--- config.mk ---
export PLATFORM = sky130hd
export DESIGN_NAME = levitator_cmd_ctrl_flat
export DESIGN_NICKNAME = d
export VERILOG_FILES = /design/src/rtl/levitator_pkg.sv /design/src/rtl/levitator_cmd_ctrl_if.sv /design/src/rtl/levitator_cmd_ctrl.sv /design/src/flat_wrapper.sv
export SDC_FILE = /design/constraint.sdc
export NUM_CORES = 1
export LEC_CHECK = 0
export BUFFER_PORTS_ARGS = -buffer_cell sky130_fd_sc_hd__buf_2
export CORE_MARGIN = 2
export CORE_UTILIZATION = 40
export CTS_CLUSTER_DIAMETER = 120
export DETAILED_ROUTE_END_ITERATION = 16
export SLEW_MARGIN = 20
export SYNTH_ARGS = -nofsm -noshare
export SYNTH_HDL_FRONTEND = slang
export SYNTH_SLANG_ARGS = --single-unit
--- constraint.sdc ---
create_clock -name clk -period 2.75 [get_ports clk]
set_clock_uncertainty 0.2 [all_clocks]
set_input_delay 0 -clock clk [delete_from_list [all_inputs] [get_ports clk]]
set_output_delay 0 -clock clk [all_outputs]
set_load 0.005 [all_outputs]
--- src/rtl/levitator_pkg.sv ---
// levitator_pkg
// Shared definitions for the levitator host command path: opcode values,
// framing FSM states and frame layout constants.
package levitator_pkg;

   localparam logic [1:0] OP_WRITE  = 2'b00;
   localparam logic [1:0] OP_RELOAD = 2'b01;
   localparam logic [1:0] OP_COUNT  = 2'b10;
   localparam logic [1:0] OP_STATUS = 2'b11;

   typedef enum logic [1:0] {
      IDLE,
      GOT1,
      GOT2,
      RESP
   } state_t;

   // Bit 7 set marks a frame header; data bytes always have it clear.
   localparam int HDR_BIT   = 7;
   localparam int FRAME_LEN = 3;

   function automatic logic is_header(input logic [7:0] b);
      return b[HDR_BIT];
   endfunction

endpackage

--- src/rtl/levitator_cmd_ctrl_if.sv ---
// levitator_cmd_ctrl_if
// Bundles the UART receive stream, UART transmit stream, phase-offset write
// port, reload strobe, error counter and FSM debug state of the command
// controller.
//   master : the controller (drives rx_ready, tx_*, wr_*, reload_n,
//            err_count, fsm_state)
//   slave  : the surrounding UART / offset bank
//
// Handshakes: a transfer happens on a rising clk edge where valid && ready.
// The source holds valid and data stable until that edge; ready may change
// freely and is never a function of valid within the same cycle.
interface levitator_cmd_ctrl_if
   import levitator_pkg::*;
#(
   parameter int DATA_WIDTH   = 8,
   parameter int ADDR_WIDTH   = 7,
   parameter int OFFSET_WIDTH = 11
) ();

   logic [DATA_WIDTH-1:0]   rx_data;
   logic                    rx_valid;
   logic                    rx_ready;
   logic [DATA_WIDTH-1:0]   tx_data;
   logic                    tx_valid;
   logic                    tx_ready;
   logic                    wr_en;
   logic [ADDR_WIDTH-1:0]   wr_addr;
   logic [OFFSET_WIDTH-1:0] wr_data;
   logic                    reload_n;
   logic [7:0]              err_count;
   state_t                  fsm_state;

   modport master (
      input  rx_data, rx_valid, tx_ready,
      output rx_ready, tx_data, tx_valid, wr_en, wr_addr, wr_data,
             reload_n, err_count, fsm_state
   );

   modport slave (
      output rx_data, rx_valid, tx_ready,
      input  rx_ready, tx_data, tx_valid, wr_en, wr_addr, wr_data,
             reload_n, err_count, fsm_state
   );

endinterface

--- src/rtl/levitator_cmd_ctrl.sv ---
// levitator_cmd_ctrl
// Frames 3-byte host commands from the UART receive stream, resynchronises
// on header bytes, drops stalled partial frames after TIMEOUT idle cycles,
// issues one-cycle offset writes / reload pulses and answers queries on the
// UART transmit stream. Protocol errors are counted (saturating at 255).
// Ports:
//   clk  - system clock
//   rst  - asynchronous active-low reset
//   bus  - levitator_cmd_ctrl_if.master (rx/tx streams, write port,
//          reload_n, err_count, fsm_state debug)
module levitator_cmd_ctrl
   import levitator_pkg::*;
#(
   parameter int OUTPUTS      = 88,
   parameter int OFFSET_WIDTH = 11,
   parameter int DATA_WIDTH   = 8,
   parameter int TIMEOUT      = 50000,
   parameter int ADDR_WIDTH   = $clog2(OUTPUTS)
) (
   input logic                  clk,
   input logic                  rst,
   levitator_cmd_ctrl_if.master bus
);

   localparam int               CNT_W        = $clog2(TIMEOUT + 1);
   localparam logic [CNT_W-1:0] TIMEOUT_LAST = CNT_W'(TIMEOUT - 1);
   localparam logic [8:0]       OUTPUTS_LIM  = 9'(OUTPUTS);

   state_t                  state_q, state_nx;
   logic [CNT_W-1:0]        idle_q, idle_nx;
   logic [1:0]              op_q, op_nx;
   logic [4:0]              addr_hi_q, addr_hi_nx;
   logic [2:0]              addr_lo_q, addr_lo_nx;
   logic [3:0]              off_hi_q, off_hi_nx;

   logic                    rx_ready_q, rx_ready_nx;
   logic                    tx_valid_q, tx_valid_nx;
   logic [DATA_WIDTH-1:0]   tx_data_q, tx_data_nx;
   logic                    wr_en_q, wr_en_nx;
   logic [ADDR_WIDTH-1:0]   wr_addr_q, wr_addr_nx;
   logic [OFFSET_WIDTH-1:0] wr_data_q, wr_data_nx;
   logic                    reload_n_q, reload_n_nx;
   logic [7:0]              err_q, err_nx;

   logic                    accept, hdr, err_evt, err_clr;
   logic [7:0]              frame_addr;
   logic [10:0]             frame_off;

   assign accept     = bus.rx_valid && rx_ready_q;
   assign hdr        = is_header(bus.rx_data);
   assign frame_addr = {addr_hi_q, addr_lo_q};
   // Offset low bits come straight from Byte2 as it is accepted.
   assign frame_off  = {off_hi_q, bus.rx_data[6:0]};

   always_comb begin
      state_nx    = state_q;
      idle_nx     = idle_q;
      op_nx       = op_q;
      addr_hi_nx  = addr_hi_q;
      addr_lo_nx  = addr_lo_q;
      off_hi_nx   = off_hi_q;
      tx_valid_nx = tx_valid_q;
      tx_data_nx  = tx_data_q;
      wr_en_nx    = 1'b0;
      wr_addr_nx  = wr_addr_q;
      wr_data_nx  = wr_data_q;
      reload_n_nx = 1'b1;
      err_evt     = 1'b0;
      err_clr     = 1'b0;

      // A header byte always (re)starts a frame, whatever the state.
      if (accept && hdr) begin
         op_nx      = bus.rx_data[6:5];
         addr_hi_nx = bus.rx_data[4:0];
      end

      case (state_q)
         IDLE: begin
            idle_nx = '0;
            if (accept) begin
               if (hdr) state_nx = GOT1;
               else     err_evt  = 1'b1;
            end
         end
         GOT1, GOT2: begin
            if (accept) begin
               idle_nx = '0;
               if (hdr) begin
                  state_nx = GOT1;
                  err_evt  = 1'b1;
               end else if (state_q == GOT1) begin
                  addr_lo_nx = bus.rx_data[6:4];
                  off_hi_nx  = bus.rx_data[3:0];
                  state_nx   = GOT2;
               end else begin
                  state_nx = IDLE;
                  case (op_q)
                     OP_WRITE: begin
                        if ({1'b0, frame_addr} < OUTPUTS_LIM) begin
                           wr_en_nx   = 1'b1;
                           wr_addr_nx = ADDR_WIDTH'(frame_addr);
                           wr_data_nx = OFFSET_WIDTH'(frame_off);
                        end else begin
                           err_evt = 1'b1;
                        end
                     end
                     OP_RELOAD: reload_n_nx = 1'b0;
                     OP_COUNT: begin
                        tx_data_nx  = DATA_WIDTH'(OUTPUTS);
                        tx_valid_nx = 1'b1;
                        state_nx    = RESP;
                     end
                     default: begin
                        tx_data_nx  = DATA_WIDTH'(err_q);
                        tx_valid_nx = 1'b1;
                        err_clr     = 1'b1;
                        state_nx    = RESP;
                     end
                  endcase
               end
            end else if (idle_q == TIMEOUT_LAST) begin
               // This edge completes TIMEOUT idle cycles: drop the frame.
               idle_nx  = '0;
               state_nx = IDLE;
               err_evt  = 1'b1;
            end else begin
               idle_nx = idle_q + CNT_W'(1);
            end
         end
         RESP: begin
            idle_nx = '0;
            if (tx_valid_q && bus.tx_ready) begin
               tx_valid_nx = 1'b0;
               state_nx    = IDLE;
            end
         end
         default: state_nx = IDLE;
      endcase

      // Input is only closed while a response is outstanding.
      rx_ready_nx = (state_nx != RESP);

      err_nx = err_q;
      if (err_clr)
         err_nx = '0;
      else if (err_evt && err_q != 8'hFF)
         err_nx = err_q + 8'd1;
   end

   always_ff @(posedge clk or negedge rst) begin
      if (!rst) begin
         state_q    <= IDLE;
         idle_q     <= '0;
         op_q       <= '0;
         addr_hi_q  <= '0;
         addr_lo_q  <= '0;
         off_hi_q   <= '0;
         rx_ready_q <= 1'b0;
         tx_valid_q <= 1'b0;
         tx_data_q  <= '0;
         wr_en_q    <= 1'b0;
         wr_addr_q  <= '0;
         wr_data_q  <= '0;
         reload_n_q <= 1'b1;
         err_q      <= '0;
      end else begin
         state_q    <= state_nx;
         idle_q     <= idle_nx;
         op_q       <= op_nx;
         addr_hi_q  <= addr_hi_nx;
         addr_lo_q  <= addr_lo_nx;
         off_hi_q   <= off_hi_nx;
         rx_ready_q <= rx_ready_nx;
         tx_valid_q <= tx_valid_nx;
         tx_data_q  <= tx_data_nx;
         wr_en_q    <= wr_en_nx;
         wr_addr_q  <= wr_addr_nx;
         wr_data_q  <= wr_data_nx;
         reload_n_q <= reload_n_nx;
         err_q      <= err_nx;
      end
   end

   assign bus.rx_ready  = rx_ready_q;
   assign bus.tx_valid  = tx_valid_q;
   assign bus.tx_data   = tx_data_q;
   assign bus.wr_en     = wr_en_q;
   assign bus.wr_addr   = wr_addr_q;
   assign bus.wr_data   = wr_data_q;
   assign bus.reload_n  = reload_n_q;
   assign bus.err_count = err_q;
   assign bus.fsm_state = state_q;

endmodule
--- src/flat_wrapper.sv ---
// flat-port wrapper written by rule: the top's interface ports become plain ports
module levitator_cmd_ctrl_flat import levitator_pkg::*;
#(
   parameter int OUTPUTS      = 88,
   parameter int OFFSET_WIDTH = 11,
   parameter int DATA_WIDTH   = 8,
   parameter int TIMEOUT      = 50000,
   parameter int ADDR_WIDTH   = $clog2(OUTPUTS)
)
  (clk, rst, bus_rx_data, bus_rx_valid, bus_tx_ready, bus_rx_ready, bus_tx_data, bus_tx_valid, bus_wr_en, bus_wr_addr, bus_wr_data, bus_reload_n, bus_err_count, bus_fsm_state);
  levitator_cmd_ctrl_if #(.DATA_WIDTH(DATA_WIDTH), .ADDR_WIDTH(ADDR_WIDTH), .OFFSET_WIDTH(OFFSET_WIDTH)) bus_i ();
  input logic clk;
  input logic rst;
  input wire logic [$bits(bus_i.rx_data)-1:0] bus_rx_data;
  input wire logic [$bits(bus_i.rx_valid)-1:0] bus_rx_valid;
  input wire logic [$bits(bus_i.tx_ready)-1:0] bus_tx_ready;
  output wire logic [$bits(bus_i.rx_ready)-1:0] bus_rx_ready;
  output wire logic [$bits(bus_i.tx_data)-1:0] bus_tx_data;
  output wire logic [$bits(bus_i.tx_valid)-1:0] bus_tx_valid;
  output wire logic [$bits(bus_i.wr_en)-1:0] bus_wr_en;
  output wire logic [$bits(bus_i.wr_addr)-1:0] bus_wr_addr;
  output wire logic [$bits(bus_i.wr_data)-1:0] bus_wr_data;
  output wire logic [$bits(bus_i.reload_n)-1:0] bus_reload_n;
  output wire logic [$bits(bus_i.err_count)-1:0] bus_err_count;
  output wire logic [$bits(bus_i.fsm_state)-1:0] bus_fsm_state;
  assign bus_i.rx_data = bus_rx_data;
  assign bus_i.rx_valid = bus_rx_valid;
  assign bus_i.tx_ready = bus_tx_ready;
  assign bus_rx_ready = bus_i.rx_ready;
  assign bus_tx_data = bus_i.tx_data;
  assign bus_tx_valid = bus_i.tx_valid;
  assign bus_wr_en = bus_i.wr_en;
  assign bus_wr_addr = bus_i.wr_addr;
  assign bus_wr_data = bus_i.wr_data;
  assign bus_reload_n = bus_i.reload_n;
  assign bus_err_count = bus_i.err_count;
  assign bus_fsm_state = bus_i.fsm_state;
  levitator_cmd_ctrl #(.OUTPUTS(OUTPUTS), .OFFSET_WIDTH(OFFSET_WIDTH), .DATA_WIDTH(DATA_WIDTH), .TIMEOUT(TIMEOUT), .ADDR_WIDTH(ADDR_WIDTH)) u_core (.clk(clk), .rst(rst), .bus(bus_i));
endmodule
==> metrics.yaml <==
status: "finished clean"
ys_warn_count: 0
final_util: 0.5008
dp_hpwl_um: 4480
synthTopCellsByArea: "dfrtp_1 (55%), mux2_2 (12%), o21ai_0 (3.0%), nand2_1 (2.9%), nor2_1 (2.8%)"
syn_area_sq_mm: 0.003129
place_congestion: 0.8588
core_area_sq_mm: 0.007647
nFillCells: 716
clkLatencyLatePin_ns: 0.34
period_share: 0.9344
worstMarginPinSlew_ns: 0.5196
power.total_uw: 3469
hold_viol: 0
grt_overflow: 0
layout-drive-gt1-share: 0.3088
grt_max_degree: 71
fp.dieW_um: 92.45
max-vdd-ir-drop_mv: 0.4542
cts_made_buffers: 9
io_buffers: 51
cp_max_fo: 16
leakage_uw: 0.001785
setup_tns_ns: 0
synth.distinct_cells: 41
final_common_cell: "dfrtp_1"
globalRouteTotalUtil: 0.1677
post_cts_buffers: 0
relSlewSlack: 0.6529
vias: 2320
critPathLaunch: "u_core.bus.fsm_state[0]"
nNetsFinal: 366
initial_core_util: 0.4092
critPathKind: "reg2reg"
dr.pass1.iters: 4
cts.htree.levels: 3
num_io_pins: 52
drc_errors: 0
final_cell_mix: "dfrtp_1 (69), buf_2 (51), mux2_2 (32)"
post-route-min-period_ns: 2.570
reg2reg_from: "u_core.bus.fsm_state[0]"
r2r_slack_ns: 0.18
synth_top_cell_area_share: 0.5518
setup.worst_path.end: "u_core.bus.err_count[5]"
routed_wl_um: 6597
synthCells: 277
antenna_found_initial: 0
power_density_mw_per_mm2: 905.7
drtAntennaViolNets: 0
rsz0062_at_grt: "false"
reg2reg_to: "u_core.bus.err_count[5]"
finalMaxSlewViolations: 0
cp-end-kind: "flip-flop"
cp.required_ns: 2.82
yosysTopAreaCell: "dfrtp_1"
wire_per_inst_um: 14.50
seq_area_sq_mm: 0.001753
synth-async-reset-ratio: 1.000
die_y_um: 92.45
clockBufferDepth: 2
maxCapViolCount: 0
area_delta_synth_final_pct: 22.39
yosysSeqAreaShare: 0.5602
clk_pin_slew_ns: 0.07
fmax_mhz: 389.2
pre_cts_slack_ns: 0.1841
design_area_sq_mm: 0.003830
finalSetupViolations: 0
cts-root-buf: "clkbuf_8"
vias_per_cell: 5.099
synth_edf_count: 0
grt_pass1_wl_um: 11200
design.die.area_sq_mm: 0.008547
rows: 32
arrival_ns: 2.64
reg2regPathDepth: 7
synth-main-ff-cell: "dfrtp_1"
antenna_cells: 0
first_global_vias: 2223
avgSynthCellArea_sq_um: 11.30
cts_num_sinks: 70
dr.first_iter.drc_count: 73
multi_input_area_sq_mm: 0.001323
cts_tree: "built"
start_kind: "flip-flop"
ys_ff_latch: 70
place_area_sq_mm: 0.003531
fin_ws_ns: 0.1804
synth_nets: 295
worst_hold_path_type: "in2async"
power by group:
part | internal (uW) | switching [uW] | total (uW)
combinational | 515 | 516 | 1030
clock | 440 | 386 | 826
sequential | 1360 | 255 | 1610
total | 2310 | 1160 | 3470
cells in the mapped netlist (4+ instances only):
| cell type | number |
|---|---|
| or3_1 | 6 |
| dfrtp_1 | 69 |
| nand2_1 | 24 |
| a21oi_1 | 15 |
| inv_1 | 8 |
| nor2_1 | 23 |
| o31ai_1 | 4 |
| nand4_1 | 5 |
| xnor2_1 | 9 |
| mux2_2 | 32 |
| and3_1 | 5 |
| ha_1 | 6 |
| nand3_1 | 10 |
| o21ai_0 | 19 |
worst max-delay path, stage by stage, from the launching register on:
cell and delay, ns:
dfrtp_1 0.48, inv_1 0.09, ha_1 0.35, inv_1 0.09, a21o_1 0.16, a211o_1 0.43, or4_1 0.55, a21oi_1 0.15
final cells by class:
type | instances | share of cell area
flip-flops and latches | 70 | 0.4577
multi-input cells | 194 | 0.3453
repair buffers | 65 | 0.1039
clock buffers | 10 | 0.03594
well taps | 102 | 0.03332
clock inverters | 6 | 0.01601
inverters | 8 | 0.007841
kinds of logic (layout without fill, tap and decap cells):
kind of cell | Yosys count | after routing | share of synthesized area
flops | 70 | 70 | 0.5602
mux | 32 | 32 | 0.1152
buf+inv | 13 | 89 | 0.01719
simple gates | 97 | 97 | 0.1607
fa+ha+maj | 6 | 6 | 0.02399
compound gates | 47 | 47 | 0.08917
xor+xnor | 12 | 12 | 0.03359
state kept, by name (all words and copies together), names as in the netlist:
| signal | flops |
|---|---|
| u_core.addr_hi_q | 5 |
| u_core.addr_lo_q | 3 |
| u_core.bus.err_count | 8 |
| u_core.bus.fsm_state | 2 |
| u_core.bus.reload_n | 1 |
| u_core.bus.rx_ready | 1 |
| u_core.bus.tx_data | 8 |
| u_core.bus.tx_valid | 1 |
| u_core.bus.wr_addr | 7 |
| u_core.bus.wr_data | 11 |
| u_core.bus.wr_en | 1 |
| u_core.idle_q | 16 |
| u_core.off_hi_q | 4 |
| u_core.op_q | 2 |
worst min-delay path by stage:
stage / to / slack (ns)
after floorplan: u_core.addr_hi_q[0] / -0.50
after global placement: u_core.bus.tx_data[6] / -0.15
after detailed placement: u_core.bus.tx_data[5] / -0.15
after CTS: u_core.bus.tx_data[5] / 0.006
after global routing: u_core.bus.err_count[2] / 0.05
final: u_core.bus.tx_data[5] / 0.001
per-stage QoR:
| stage | instances | hold WS [ns] |
|---|---|---|
| final | 455 | 0.001016 |
| after global routing | 455 | 0.04871 |
| after CTS | 455 | 0.006102 |
| after detailed placement | 429 | -0.1486 |
| after global placement | 429 | -0.1484 |
| after floorplan | 277 | -0.4956 |
per-layer routing:
metal,global-route usage,vias up,share of wire
li1,-,1128,-
met1,0.2283,1134,0.47
met2,0.2561,47,0.47
met3,0.04394,11,0.049
met4,0.06716,0,0.015
met5,0,-,0
repair_timing:
action                                  in CTS  in global routing
endpoints found under the setup margin       0                  0
endpoints found under the hold margin       94                  0
gates resized for setup                      0                  0
hold buffers                                10                  0
Note: power is estimated with default switching activity, not from simulation.
